$ cat src/rtl/dino_game_if.sv
// dino_game_if: raw jump button in, renderer-facing game outputs
interface dino_game_if;
  logic        btn1;
  logic        frame_tick;
  logic [1:0]  game_state;
  logic        jumping;
  logic [5:0]  dino_y;
  logic [6:0]  obst_x;
  logic [15:0] score;
  modport master (input btn1, output frame_tick, game_state, jumping, dino_y, obst_x, score);
  modport slave (output btn1, input frame_tick, game_state, jumping, dino_y, obst_x, score);
endinterface

$ cat src/rtl/dino_game_ctrl.sv
// dino_game_ctrl: debounced jump input, frame ticks, game/jump FSMs, obstacle, collision and score
module dino_game_ctrl #(
  parameter logic [31:0] TICK_DIV       = 32'd450_000,
  parameter logic [31:0] DEBOUNCE_CYC   = 32'd54_000,
  parameter logic [5:0]  RISE_FRAMES    = 6'd16,
  parameter logic [5:0]  HANG_FRAMES    = 6'd6,
  parameter logic [6:0]  OBST_SPEED     = 7'd2,
  parameter logic [6:0]  DINO_X         = 7'd8,
  parameter logic [6:0]  DINO_W         = 7'd8,
  parameter logic [5:0]  OBST_H         = 6'd10,
  parameter logic [7:0]  LOCKOUT_FRAMES = 8'd60
) (
  input logic        clk,
  input logic        rst,
  dino_game_if.master io
);
  typedef enum logic [1:0] {IDLE = 2'd0, RUN = 2'd1, OVER = 2'd2} game_e;
  typedef enum logic [1:0] {GROUND, RISE, HANG, FALL} phase_e;
  logic [1:0]  sync_q, sync_d;
  logic        db_q, db_d, press_q, press_d, tick_q, tick_d, req_q, req_d;
  logic [31:0] dcnt_q, dcnt_d, pcnt_q, pcnt_d;
  game_e       state_q, state_d;
  phase_e      phase_q, phase_d, jp_phase;
  logic [5:0]  hang_q, hang_d, jp_hang, y_q, y_d, jp_y;
  logic [6:0]  x_q, x_d, nx;
  logic [15:0] score_q, score_d, nscore;
  logic [7:0]  lock_q, lock_d;
  logic        differ, flip, wrap_x, req, hit;
  // synchronize the raw button, then accept a level only after it has been stable long enough
  always_comb begin
    sync_d = {sync_q[0], io.btn1};
    differ = sync_q[1] != db_q;
    flip   = differ && dcnt_q == DEBOUNCE_CYC - 32'd1;
    db_d   = flip ? ~db_q : db_q;
    dcnt_d = (differ && !flip) ? dcnt_q + 32'd1 : '0;
    press_d = flip && db_q;
    pcnt_d = (pcnt_q == TICK_DIV - 32'd1) ? '0 : pcnt_q + 32'd1;
    tick_d = pcnt_q == TICK_DIV - 32'd1;
  end
  // one frame of the jump arc, applied only when the game is running and a tick arrives
  always_comb begin
    req      = req_q || (press_q && phase_q == GROUND);
    jp_phase = phase_q;
    jp_y     = y_q;
    jp_hang  = hang_q;
    case (phase_q)
      GROUND: begin
        jp_phase = req ? RISE : GROUND;
        jp_y     = req ? 6'd1 : y_q;
      end
      RISE: begin
        jp_y     = y_q + 6'd1;
        jp_phase = (jp_y == RISE_FRAMES) ? HANG : RISE;
        jp_hang  = '0;
      end
      HANG: begin
        jp_hang  = hang_q + 6'd1;
        jp_phase = (jp_hang == HANG_FRAMES) ? FALL : HANG;
      end
      FALL: begin
        jp_y     = y_q - 6'd1;
        jp_phase = (jp_y == 6'd0) ? GROUND : FALL;
      end
    endcase
    wrap_x = x_q < OBST_SPEED;
    nx     = wrap_x ? 7'd127 : x_q - OBST_SPEED;
    nscore = (wrap_x && score_q != 16'hFFFF) ? score_q + 16'd1 : score_q;
    hit    = nx >= DINO_X && nx <= DINO_X + DINO_W - 7'd1 && jp_y < OBST_H;
  end
  // game state machine: presses change state immediately, everything else moves on frame ticks
  always_comb begin
    state_d = state_q;
    phase_d = phase_q;
    hang_d  = hang_q;
    y_d     = y_q;
    x_d     = x_q;
    score_d = score_q;
    lock_d  = lock_q;
    req_d   = req_q;
    case (state_q)
      IDLE: if (press_q) begin
        state_d = RUN;
        phase_d = GROUND;
        hang_d  = '0;
        y_d     = '0;
        x_d     = 7'd127;
        score_d = '0;
        req_d   = 1'b0;
      end
      RUN: begin
        req_d = tick_q ? 1'b0 : req;
        if (tick_q) begin
          phase_d = jp_phase;
          hang_d  = jp_hang;
          y_d     = jp_y;
          x_d     = nx;
          score_d = nscore;
          state_d = hit ? OVER : RUN;
          lock_d  = hit ? 8'd0 : lock_q;
        end
      end
      OVER: begin
        lock_d  = (tick_q && lock_q < LOCKOUT_FRAMES) ? lock_q + 8'd1 : lock_q;
        state_d = (press_q && lock_q >= LOCKOUT_FRAMES) ? IDLE : OVER;
      end
      default: state_d = IDLE;
    endcase
  end
  // state registers with synchronous reset
  always_ff @(posedge clk) begin
    if (rst) begin
      sync_q  <= 2'b11;
      db_q    <= 1'b1;
      dcnt_q  <= '0;
      press_q <= 1'b0;
      pcnt_q  <= '0;
      tick_q  <= 1'b0;
      req_q   <= 1'b0;
      state_q <= IDLE;
      phase_q <= GROUND;
      hang_q  <= '0;
      y_q     <= '0;
      x_q     <= 7'd127;
      score_q <= '0;
      lock_q  <= '0;
    end else begin
      sync_q  <= sync_d;
      db_q    <= db_d;
      dcnt_q  <= dcnt_d;
      press_q <= press_d;
      pcnt_q  <= pcnt_d;
      tick_q  <= tick_d;
      req_q   <= req_d;
      state_q <= state_d;
      phase_q <= phase_d;
      hang_q  <= hang_d;
      y_q     <= y_d;
      x_q     <= x_d;
      score_q <= score_d;
      lock_q  <= lock_d;
    end
  end
  assign io.frame_tick = tick_q;
  assign io.game_state = state_q;
  assign io.jumping    = phase_q != GROUND;
  assign io.dino_y     = y_q;
  assign io.obst_x     = x_q;
  assign io.score      = score_q;
endmodule

$ cat src/flat_wrapper.sv
// flat-port wrapper written by rule: the top's interface ports become plain ports
module dino_game_ctrl_flat 
#(
  parameter logic [31:0] TICK_DIV       = 32'd450_000,
  parameter logic [31:0] DEBOUNCE_CYC   = 32'd54_000,
  parameter logic [5:0]  RISE_FRAMES    = 6'd16,
  parameter logic [5:0]  HANG_FRAMES    = 6'd6,
  parameter logic [6:0]  OBST_SPEED     = 7'd2,
  parameter logic [6:0]  DINO_X         = 7'd8,
  parameter logic [6:0]  DINO_W         = 7'd8,
  parameter logic [5:0]  OBST_H         = 6'd10,
  parameter logic [7:0]  LOCKOUT_FRAMES = 8'd60
)
  (clk, rst, io_btn1, io_frame_tick, io_game_state, io_jumping, io_dino_y, io_obst_x, io_score);
  dino_game_if io_i ();
  input logic clk;
  input logic rst;
  input wire logic [$bits(io_i.btn1)-1:0] io_btn1;
  output wire logic [$bits(io_i.frame_tick)-1:0] io_frame_tick;
  output wire logic [$bits(io_i.game_state)-1:0] io_game_state;
  output wire logic [$bits(io_i.jumping)-1:0] io_jumping;
  output wire logic [$bits(io_i.dino_y)-1:0] io_dino_y;
  output wire logic [$bits(io_i.obst_x)-1:0] io_obst_x;
  output wire logic [$bits(io_i.score)-1:0] io_score;
  assign io_i.btn1 = io_btn1;
  assign io_frame_tick = io_i.frame_tick;
  assign io_game_state = io_i.game_state;
  assign io_jumping = io_i.jumping;
  assign io_dino_y = io_i.dino_y;
  assign io_obst_x = io_i.obst_x;
  assign io_score = io_i.score;
  dino_game_ctrl #(.TICK_DIV(TICK_DIV), .DEBOUNCE_CYC(DEBOUNCE_CYC), .RISE_FRAMES(RISE_FRAMES), .HANG_FRAMES(HANG_FRAMES), .OBST_SPEED(OBST_SPEED), .DINO_X(DINO_X), .DINO_W(DINO_W), .OBST_H(OBST_H), .LOCKOUT_FRAMES(LOCKOUT_FRAMES)) u_core (.clk(clk), .rst(rst), .io(io_i));
endmodule
$ cat config.mk
export PLATFORM = sky130hd
export DESIGN_NAME = dino_game_ctrl_flat
export DESIGN_NICKNAME = d
export VERILOG_FILES = /design/src/rtl/dino_game_if.sv /design/src/rtl/dino_game_ctrl.sv /design/src/flat_wrapper.sv
export SDC_FILE = /design/constraint.sdc
export NUM_CORES = 1
export LEC_CHECK = 0
export ABC_AREA = 1
export BUFFER_PORTS_ARGS = -buffer_cell sky130_fd_sc_hd__buf_4
export CORE_MARGIN = 5
export CORE_UTILIZATION = 35
export DETAILED_ROUTE_END_ITERATION = 8
export GPL_TIMING_DRIVEN = 0
export HOLD_SLACK_MARGIN = 0.12
export PLACE_DENSITY = 0.53
export SYNTH_ARGS = -nofsm -noshare
export SYNTH_HDL_FRONTEND = slang
export SYNTH_SLANG_ARGS = --single-unit
$ cat constraint.sdc
create_clock -name clk -period 2.2 [get_ports clk]
set_input_delay 0.44 -clock clk [delete_from_list [all_inputs] [get_ports clk]]
set_output_delay 0.44 -clock clk [all_outputs]
set_load 0.05 [all_outputs]
==> metrics <==
simple-gate share of the synthesized area=a little under two fifths; WL/cell=roughly 12 um; CTS tree=built; normalized max-slew margin=48.3%; post-detailed-route count of antenna-violating nets=0; Post-Layout Cell Count=1189; clock power share=about half; Die W=143 um; TritonCTS Buffers=17; DPL Wire Length=10.8 mm; Core ar.=0.0174 mm2; Post-synth top flop=dfxtp_1; fill count=1831; Yosys warnings=0; maximum capacitance violations=0; largest net degree at the start of global routing=17; PortBufs=34; worst setup path class=register to register; sequential power share=43.0%; vias in the first global route=between 5k and 6k; DRT Wirelength=14.5 mm; num ports=36; Max clock buf depth=2; Hold-fix buffers, CTS=0; status=finished, final reports clean; routability cong.=0.873; area of the mapped netlist=between 0.006 and 0.007 mm2; unrepaired setup endpoints after global routing=false; Reg clk slew, reported paths=about 0.05 ns; most frequent CP cell=nand3_2; first-pass GRT wire length=25.1 mm; DRC=0; Fmax achieved=between 400 and 500 MHz; Synth async-reset ratio=0%; slowest stage cell on the critical path=dfxtp_1; Starting DRT DRC Count=266; CP max FO=6; Slew Limit Fails=0; Synth Area in Compound Gates=about a tenth; row cnt=48; post-synthesis register bit count=117; share of layout cells above drive strength 1=between 10% and 20%; Worst Clk Skew=approximately 0.009 ns; H-tree levels=4; # setup viols final=0; type of the most critical hold path=primary input to register; final period utilization=92.2%; worst slack, placed=-0.0630 ns; Final Hold Fails=0; worst slew pin tran=~0.77 ns; adder-cell share of the synthesized area=2.22%; Psw=~1100 uW; PD cells=678 mW/mm2; syn_nets=between 900 and 1k; area taken by flip-flops and latches=about 0.0024 mm2; footprint of the multi-input gates=roughly 0.0033 mm2; Peak VDD IR=0.000549 V; switch share=~23%; worst setup margin=approximately 0.17 ns; dpl cells=1152; commonest cells after routing, fill and taps aside=nand2_1 (177), inv_1 (127), dfxtp_1 (114); Critical Path Start Type=register; EDFF count, synth=0; 1st-pass router iterations=5; Fin Hold WS=approximately 0.23 ns; CP Data Arrival Time=around 2.4 ns; initial core utilization=35.7%; All-Layer GR Usage=approximately 15%; antenna violations before repair=0; Root Driver=clkbuf_16; total congestion overflow=0; vias per std cell=roughly 4.8; leakage power=approximately 0.0028 uW; commonest non-fill, non-tap cell in the layout=nand2_1; Unique masters post-synth=between 40 and 50; Crit path largest cell delay=0.34 ns; Post-Synth XOR/XNOR Area=approximately 4.1%; min cycle time layout=a little over 2 ns; mean area per synthesized cell=6.95 um2; Area Overhead vs Synth=19.1%; post-synthesis mux area share=0%; vias=5665; NumNets Final=approximately 970; Comb pwr share=between 5 and 6%; P_int=3870 uW; main combinational cell family by area after synthesis=simple AND/OR/NAND/NOR gates; worst path cell trace=ha_2 > nand3_2 > nor2_4 > nand3_2 > nor2_4 > nand2_2 > nor3b_4 > nand3_2 > a21oi_1 > o21a_1; Die ar.=roughly 0.020 mm2; CP Data Required Time=2.56 ns; # clock sinks=roughly 120; register area share after synthesis=37.7%; CP Capture Type=register; n_diodes=0; worst-skew pair later-pin latency=approximately 0.41 ns; Die Y-Extent=approximately 140 um; Post-Synthesis Cells=between 800 and 900
[what timing repair did]
action,in CTS,in global routing
pin swaps,1,3
gates resized for setup,1,18
endpoints found under the setup margin,5,50
buffers inserted,1,5
[power by group through the flow]
stage / Sequential [uW] / Clock (uW) / Combinational, uW
after global routing: 2160 / 2770 / 288
after floorplan: 2260 / 0 / 129
after global placement: 2200 / 0 / 256
after detailed placement: 2200 / 0 / 254
after CTS: 2160 / 2670 / 256
final: 2160 / 2600 / 257
[worst max-delay path, delay by kind of cell, from the launching register on]
| family | cells | cell delay [ns] |
|---|---|---|
| simple gates | 7 | 1.16 |
| compound gates | 2 | 0.28 |
| flops | 1 | 0.34 |
| fa+ha+maj | 1 | 0.20 |
[final cells by class]
| cell class | instances | area share (%) |
|---|---|---|
| buffer | 13 | 0.914 |
| clock buffer | 27 | 6.81 |
| clock inverter | 4 | 0.610 |
| inverter | 132 | 6.79 |
| multi-input combinational | 631 | 45.2 |
| sequential | 117 | 31.8 |
| tap | 225 | 3.81 |
| timing repair buffer | 40 | 4.06 |
[final timing paths]
check                      endpoint  cells after the start        startpoint  slack, ns
setup / recovery  u_core.dcnt_q[28]                     10  u_core.dcnt_q[1]       0.17
setup reg to reg  u_core.dcnt_q[28]                     10  u_core.dcnt_q[1]       0.17
hold / removal     u_core.sync_q[0]                      2           io_btn1       0.23
hold reg to reg    u_core.sync_q[1]                      1  u_core.sync_q[0]       0.41
[through the flow]
| stage | total power, uW | util, % | instance area, um2 | TNS, ns |
|---|---|---|---|---|
| finish | 5010 | 42.6 | 7390 | 0 |
| global route | 5220 | 42.6 | 7390 | 0 |
| CTS | 5090 | 42.1 | 7300 | 0 |
| detailed placement | 2460 | 38.9 | 6740 | -0.649 |
| global placement | 2460 | 38.9 | 6740 | -1.06 |
| floorplan | 2380 | - | 6210 | 0 |
[sequential cells by signal, summed over array words and instances (netlist names)]
| register | flops |
|---|---|
| u_core.dcnt_q | 32 |
| u_core.pcnt_q | 32 |
| u_core.io.score | 16 |
| u_core.lock_q | 8 |
| u_core.io.obst_x | 7 |
| u_core.hang_q | 6 |
| u_core.io.dino_y | 6 |
| u_core.io.game_state | 2 |
| u_core.phase_q | 2 |
| u_core.sync_q | 2 |
| u_core.db_q | 1 |
| u_core.io.frame_tick | 1 |
| u_core.press_q | 1 |
| u_core.req_q | 1 |
[per-layer routing]
| metal | share of wire (%) | routed length [um] | vias to the layer above | global-route usage (%) |
|---|---|---|---|---|
| met2 | 45 | 6450 | 65 | 23.7 |
| met3 | 3.5 | 506 | 10 | 3.45 |
| met5 | 0 | 0 | - | 0 |
| li1 | - | - | 3050 | - |
| met4 | 1.0 | 144 | 0 | 4.60 |
| met1 | 51 | 7360 | 2540 | 20.3 |
[logic make-up (layout without fill, tap and decap cells)]
logic type	after synthesis	count (layout)
compound gates	110	110
xor+xnor	29	29
fa+ha+maj	11	11
buf+inv	145	216
flops	117	117
simple gates	481	481
[Yosys cell counts (3+ instances only)]
cell type,instances,share of area (%)
a211oi_1,5,0.61
a21oi_1,53,4.3
a31oi_1,5,0.50
buf_2,5,0.40
clkbuf_1,7,0.42
dfxtp_1,117,38
ha_1,11,2.2
inv_1,128,7.7
inv_2,3,0.18
nand2_1,177,11
nand2_2,6,0.61
nand3_1,55,4.4
nand3_2,8,1.3
nand4_1,32,3.2
nor2_1,115,7.0
nor2_2,6,0.61
nor2_4,6,1.1
nor3_1,36,2.9
nor3b_1,6,0.73
nor4_1,13,1.3
o211ai_1,3,0.36
o21a_1,3,0.36
o21ai_0,31,2.5
o21bai_1,3,0.36
o22ai_1,3,0.30
or2_2,6,0.61
xnor2_1,10,1.4
xor2_1,19,2.7
(Power assumes the default switching activity.)
